==> config.mk <==
export PLATFORM = sky130hd
export DESIGN_NAME = seg_scan_ctrl
export DESIGN_NICKNAME = d
export VERILOG_FILES = /design/src/rtl/seg_pkg.sv /design/src/rtl/seg_scan_ctrl.sv
export SDC_FILE = /design/constraint.sdc
export NUM_CORES = 1
export LEC_CHECK = 0
export BUFFER_PORTS_ARGS = -buffer_cell sky130_fd_sc_hd__buf_2
export CORE_UTILIZATION = 30
export DETAILED_ROUTE_END_ITERATION = 16
export GPL_ROUTABILITY_DRIVEN = 0
export PLACE_DENSITY = 0.54
export SETUP_SLACK_MARGIN = 0.02
export SKIP_CTS_REPAIR_TIMING = 1
export SLEW_MARGIN = 20
export SYNTH_ARGS = -nofsm -noshare
export SYNTH_HDL_FRONTEND = slang
export SYNTH_SLANG_ARGS = --single-unit
export TNS_END_PERCENT = 10
==> constraint.sdc <==
create_clock -name clk -period 3.9 [get_ports clk]
set_input_delay 0.39 -clock clk [delete_from_list [all_inputs] [get_ports clk]]
set_output_delay 0.39 -clock clk [all_outputs]
set_load 0.01 [all_outputs]
==> src/rtl/seg_pkg.sv <==
// rtl/seg_pkg.sv - shared types and constants for the seven-segment scan controller
package seg_pkg;

    typedef enum logic {
        BLANK = 1'b0,
        SHOW  = 1'b1
    } scan_state_t;

    localparam int DEF_SHOW_CYC  = 50000;
    localparam int DEF_BLANK_CYC = 500;

    // All-ones anode pattern for a display of w digits (w <= 32); slice to width at use.
    function automatic logic [31:0] SEG_DARK_AN(input int w);
        return (w >= 32) ? 32'hFFFF_FFFF : ((32'h1 << w) - 32'h1);
    endfunction

endpackage

==> src/rtl/seg_scan_ctrl.sv <==
// rtl/seg_scan_ctrl.sv - time-multiplexed digit scanner feeding one shared bcd7seg decoder
module seg_scan_ctrl
    import seg_pkg::*;
#(
    parameter int NDIG      = 8,
    parameter int SHOW_CYC  = DEF_SHOW_CYC,
    parameter int BLANK_CYC = DEF_BLANK_CYC
) (
    input  logic                clk,
    input  logic                rst_n,
    input  logic                en,
    input  logic [4*NDIG-1:0]   digits,
    input  logic [NDIG-1:0]     dig_en,
    output logic [3:0]          bcd_out,
    output logic [NDIG-1:0]     an_out,
    output logic                frame_done
);

    localparam int MAXC = (SHOW_CYC > BLANK_CYC) ? SHOW_CYC : BLANK_CYC;
    localparam int CW   = (MAXC > 1) ? $clog2(MAXC) : 1;
    localparam int IW   = $clog2(NDIG);

    localparam logic [31:0]     DARK32     = SEG_DARK_AN(NDIG);
    localparam logic [NDIG-1:0] AN_DARK    = DARK32[NDIG-1:0];
    localparam logic [NDIG-1:0] AN_ONE     = NDIG'(1);
    localparam logic [CW-1:0]   SHOW_LAST  = CW'(SHOW_CYC - 1);
    localparam logic [CW-1:0]   BLANK_LAST = CW'(BLANK_CYC - 1);
    localparam logic [IW-1:0]   IDX_LAST   = IW'(NDIG - 1);

    scan_state_t         state, state_nxt;
    logic [CW-1:0]       cnt, cnt_nxt;
    logic [IW-1:0]       idx, idx_nxt;
    logic [4*NDIG-1:0]   snap_digits, snap_digits_nxt;
    logic [NDIG-1:0]     snap_en, snap_en_nxt;
    logic [3:0]          bcd_nxt;
    logic [NDIG-1:0]     an_nxt;
    logic                frame_done_nxt;

    always_ff @(posedge clk) begin
        if (!rst_n) begin
            state       <= BLANK;
            cnt         <= '0;
            idx         <= IDX_LAST;
            snap_digits <= '0;
            snap_en     <= '0;
            bcd_out     <= 4'h0;
            an_out      <= AN_DARK;
            frame_done  <= 1'b0;
        end else begin
            state       <= state_nxt;
            cnt         <= cnt_nxt;
            idx         <= idx_nxt;
            snap_digits <= snap_digits_nxt;
            snap_en     <= snap_en_nxt;
            bcd_out     <= bcd_nxt;
            an_out      <= an_nxt;
            frame_done  <= frame_done_nxt;
        end
    end

    always_comb begin
        state_nxt       = state;
        cnt_nxt         = cnt + CW'(1);
        idx_nxt         = idx;
        snap_digits_nxt = snap_digits;
        snap_en_nxt     = snap_en;
        bcd_nxt         = bcd_out;
        an_nxt          = an_out;
        frame_done_nxt  = 1'b0;

        // Disabling parks in a fresh blank slot; idx is kept so the scan resumes at idx+1.
        if (!en) begin
            state_nxt = BLANK;
            cnt_nxt   = '0;
            an_nxt    = AN_DARK;
        end else if (state == BLANK) begin
            an_nxt = AN_DARK;
            if (cnt == BLANK_LAST) begin
                cnt_nxt   = '0;
                state_nxt = SHOW;
                idx_nxt   = (idx == IDX_LAST) ? '0 : idx + IW'(1);
                // Snapshot only at the frame wrap so a frame never mixes old and new codes.
                if (idx_nxt == '0) begin
                    snap_digits_nxt = digits;
                    snap_en_nxt     = dig_en;
                end
                bcd_nxt = snap_digits_nxt[idx_nxt*4 +: 4];
                an_nxt  = snap_en_nxt[idx_nxt] ? ~(AN_ONE << idx_nxt) : AN_DARK;
            end
        end else begin
            if (cnt == SHOW_LAST) begin
                cnt_nxt        = '0;
                state_nxt      = BLANK;
                an_nxt         = AN_DARK;
                frame_done_nxt = (idx == IDX_LAST);
            end
        end
    end

endmodule

==> results of run 1 <==
## worst min-delay path: stages
cell and delay, ns:
buf_2 0.10, nand2_1 0.04, mux2i_1 0.05
## through the flow
step	power, mW	area (um^2)	hold slack, ns
2_1_floorplan	0.741	3270	0.426
3_3_place_gp	0.767	3620	0.439
3_5_place_dp	0.768	3620	0.451
4_1_cts	1.27	3790	0.256
5_1_grt	1.31	3790	0.263
6_report	1.25	3790	0.268
## cells in the mapped netlist, drive strengths merged (2+ instances only)
cell type   n
nor2b       2
a21oi      12
or4         2
nor3        8
nor4        3
xor2        6
a31oi       2
nand3b      5
mux2i      42
o21ai      17
nand2      89
a2bb2oi     4
nor4b       2
ha          3
nand3      17
buf        12
nand2b      2
clkbuf     16
a41oi       2
nand4       4
and4        4
inv         4
nor2       14
a221oi      4
dfxtp      68
and3        5
or3         5
o32ai       3
o221ai      2
and3b       2
xnor2       3
and2        3
## final cells by class
cell class,instances,area share (%)
clock buffers,9,3.27
clock inverters,7,1.16
inverters,4,0.396
multi-input cells,279,46.7
flip-flops and latches,68,35.9
well taps,136,4.49
repair buffers,59,8.06
## power breakdown
part           internal [mW]  switching, mW
Sequential             0.695       0.000822
Combinational         0.0240         0.0309
Clock                  0.226          0.277
## worst paths after layout
| kind | cells past startpoint | from | to | slack (ns) |
|---|---|---|---|---|
| setup reg to reg | 7 | idx[0] | snap_en[3] | 1.15 |
| hold reg to reg | 2 | snap_digits[11] | snap_digits[11] | 0.46 |
| setup / recovery | 7 | idx[0] | snap_en[3] | 1.15 |
| hold / removal | 3 | digits[10] | snap_digits[10] | 0.27 |
## routing by layer
metal,vias to the layer above,global-route usage (%),share of wire (%)
met5,-,0,0
met3,11,3.13,6.0
met4,0,6.75,1.9
met2,78,20.8,42
li1,1418,-,-
met1,1240,20.9,50
## logic make-up after synthesis
family | share of synthesized area (%)
XOR/XNOR | 2.41
multiplexers | 13.2
buffers and inverters | 4.36
AO/OA/AOI/OAI | 11.5
adder cells (fa/ha/maj) | 1.15
flip-flops | 41.6
AND/OR/NAND/NOR | 25.8
## sequential cells by signal (all words and copies together) (netlist names)
signal / cells
bcd_out: 4
an_out: 8
state: 1
frame_done: 1
snap_digits: 28
cnt: 16
idx: 3
snap_en: 7
==> metrics.txt, run 1 <==
Seq/Total Area, Yosys between 40% and 50%; DR WL/cell 13.8 um; antenna cells 0; commonest non-fill, non-tap cells in the layout 89 x nand2_1, 68 x dfxtp_1, 55 x buf_2, 42 x mux2i_1; layout cells sized above 1 20.2%; synthesized cell area roughly 3300 um^2; crit path launch type register; CP required 4.13 ns; Area growth syn-to-layout 15.8%; Post-layout nets 467; Slew Viols, Final 0; pwr dens approximately 330 nW/um^2; buffers and inverters on the worst path 2; EDFF count, synth 0; Worst-Margin Slew approximately 0.64 ns; Hold Violations, Final 0; Final Util between 30% and 40%; CTS tree yes; Setup WS pre-CTS 1.18 ns; most common cell after layout, fill and taps aside nand2_1; Avg Cell Area, Syn 8.63 um^2; Synth Flop Type dfxtp_1; Initial Util 31.3%; global-route wire length before repair approximately 13 mm; crit-path max cell delay 0.73 ns; Final Cycle Share between 70 and 80%; initial DRC count 135; clk sink count 68; Post-Syn Instances 379; CP cell instances ha_1 -> ha_1 -> inv_1 -> nand2_1 -> nand4b_1 -> buf_4 -> mux2i_1; register area 1360 um^2; IO buf count 55; Setup Viol. Count Final 0; total negative slack 0 ns; number of core rows 37; vias in the first global route between 2000 and 3000; status finished, final reports clean; Post-Place Cells roughly 550; critical path type register to register; most used cell, CP ha_1; Clock transition at path regs 0.08 ns; final worst setup slack 1.15 ns; crit-path max FO 23; Top delay family on crit path flip-flops; clk root buf clkbuf_8; Max Cap Viol 0; Synth top area share 41.6%; FMAX 364 MHz; CTS max path bufs 2; Layout Cells excl Fill between 500 and 600; H-Tree Depth 3; Die X-Extent 106 um; Syn. warnings 0; largest net degree at the start of global routing 54; Data arrival, critical path a little under 3 ns; grt total ovfl 0; syn_nets 425; # IOs 56; Synth Register Bits 68; Via Count around 2700; largest cells by area after synthesis dfxtp_1 42%, mux2i_1 13%, nand2_1 10%, nand3_1 2.6%, o21ai_0 2.6%; Netlist cell types slightly above 50; post-synth top area cell dfxtp_1; multi-input logic area ~1800 um^2; Core Box Area 10500 um^2; RSZ-0062 raised after global routing false; Relative slew margins 57.0%; Clock Skew 0.0125 ns; HP Class input port to register; clk_lat worst skew about 0.35 ns; final wirelength 7.74 mm; routed vias/inst roughly 5; filler instances 1149; total iterations of the first detailed-routing run 5; Post-DRT Antenna Nets 0; CTS buffer count 9; DRC errors left 0; hpwl dp 5.51 mm; initial antenna violation count 0; Die Ht about 110 um; GRT Total Usage 14.6%; leakage 1.59 nW; fin crit period 2.75 ns; Slowest cell on crit path dfxtp_1; Worst setup EP type register; Die ar. about 11000 um^2; Max VDD drop roughly 110 uV; async set-reset flop share out of synthesis 0%
No activity file was read; power rests on OpenSTA's default activity.
==> inputs of run 2 (changes only) <==
==> constraint.sdc (replaced) <==
create_clock -name clk -period 2.9 [get_ports clk]
set_input_delay 0.29 -clock clk [delete_from_list [all_inputs] [get_ports clk]]
set_output_delay 0.29 -clock clk [all_outputs]
set_load 0.01 [all_outputs]
==> run 2 against run 1 <==
Routed wire length rose by 0.12%. Cell area up 0.73%. First-iteration DRC count grew 19%. Clock skew increased by 0.0033 ns. Register-to-register slack lost 0.59 ns. Combinational power up 36%. Cell count is 0.18% higher. Largest cell class unchanged. Largest power group unchanged.
==> metrics.txt, run 2 (synthesis results as in run 1) <==
IO buf count 55; Hold Violations, Final 0; final wirelength 7.75 mm; Setup WS pre-CTS 0.594 ns; Gate power share under 10%; layout cells sized above 1 20.4%; number of core rows 37; Flop pwr share around 54%; Initial Util 31.3%; critical path type register to register; Design Power 1.74 mW; Area after DPL around 3600 um^2; Relative slew margins around three fifths; grt total ovfl 0; Max VDD drop 170 uV; routed vias/inst 4.96; FMAX 427 MHz; final worst setup slack 0.561 ns; Core Box Area 10500 um^2; fin crit period 2.34 ns; clk root buf clkbuf_8; Area growth syn-to-layout 16.6%; CTS tree yes; commonest non-fill, non-tap cells in the layout 89 x nand2_1, 68 x dfxtp_1, 55 x buf_2, 42 x mux2i_1; initial antenna violation count 0; Setup Viol. Count Final 0; Worst setup EP type register; total iterations of the first detailed-routing run 4; Switch Pwr 0.414 mW; Worst R2R Start idx[0]; hold slack 0.182 ns; Slew Viols, Final 0; Final Cycle Share a little over 80%; total negative slack 0 ns; Post-DRT Antenna Nets 0; internal power 1.32 mW; FF-to-FF path depth 6; Clock transition at path regs 0.08 ns; biggest regs snap_digits: 28 flops, cnt: 16 flops, an_out: 8 flops; RSZ-0062 raised after global routing false; status finished, final reports clean; hpwl dp 5.48 mm; leakage 1.60 nW; Post-Place Cells 547; most common cell after layout, fill and taps aside nand2_1; vias in the first global route 2677; Hold Startpoint digits[10]; Layout Cells excl Fill ~560; Clock Skew 0.0158 ns; largest net degree at the start of global routing 66; GRT Total Usage between 10% and 20%; Final Util between 30% and 40%; Most flops, register snap_digits; Die ar. 11300 um^2; H-Tree Depth 3; worst flop-to-flop path endpoint an_out[5]; Data arrival, critical path 2.55 ns; final instance area 3810 um^2; clk sink count 68; clock power share 41.9%; max reg flops 28; switching share of power 23.8%; # IOs 56; DRC errors left 0; crit path launch type register; Die X-Extent between 100 and 150 um; initial DRC count ~160; clk_lat worst skew about 0.35 ns; antenna cells 0; Die Ht 106 um; hold worst-path end snap_digits[10]; pwr dens 455 nW/um^2; crit-path max FO 12; global-route wire length before repair 12.9 mm; r2r setup slk 0.56 ns; Worst-Margin Slew roughly 0.61 ns; Via Count 2791; Post-layout nets 468; hold depth 3; CTS max path bufs 2; CTS buffer count 9; HP Class input port to register; Max Cap Viol 0; DR WL/cell ~14 um; CP required 3.11 ns
## run 2: cell count changes in the layout (fill, tap and decap cells not counted), sizes merged
cell	delta
clkinv	-3
clkbuf	+2
buf	+1
clkinvlp	+1
## run 2: how the worst max path moves through the flow
stage / from / end / slack (ns) / depth (start not counted)
CTS: idx[0] / an_out[5] / 0.57 / 6
detailed placement: idx[0] / an_out[5] / 0.59 / 6
global route: idx[0] / an_out[5] / 0.42 / 6
floorplan: idx[0] / an_out[5] / 1.02 / 6
finish: idx[0] / an_out[5] / 0.56 / 6
global placement: idx[0] / an_out[5] / 0.61 / 6
## run 2: routing by layer
layer / vias up / global-route usage (%) / share of wire [%]
met5: - / 0 / 0
met4: 0 / 6.75 / 1.4
met3: 10 / 3.74 / 6.0
met2: 78 / 20.7 / 41
met1: 1277 / 20.2 / 51
li1: 1426 / - / -
## run 2: critical path, cell delays in order (launching register included)
cell       delay [ns]
dfxtp_1          0.33
ha_1             0.20
ha_1             0.51
nand2_1          0.07
or3_1            0.34
a2111oi_2        0.56
a41oi_1          0.19
## run 2: power groups by stage
| stage | clock network, mW | registers [mW] | logic (mW) |
|---|---|---|---|
| final | 0.727 | 0.936 | 0.0746 |
| after global routing | 0.793 | 0.935 | 0.0853 |
| after global placement | 0 | 0.957 | 0.0758 |
| after floorplan | 0 | 0.957 | 0.0396 |
| after detailed placement | 0 | 0.957 | 0.0751 |
| after CTS | 0.755 | 0.935 | 0.0756 |
## run 2: cell type report
cell class	count	area, um^2
fill	1136	6650
multi-input combinational	279	1770
sequential	68	1360
timing repair buffer	60	313
tap	136	170
clock buffer	11	151
clock inverter	5	36.3
inverter	4	15.0
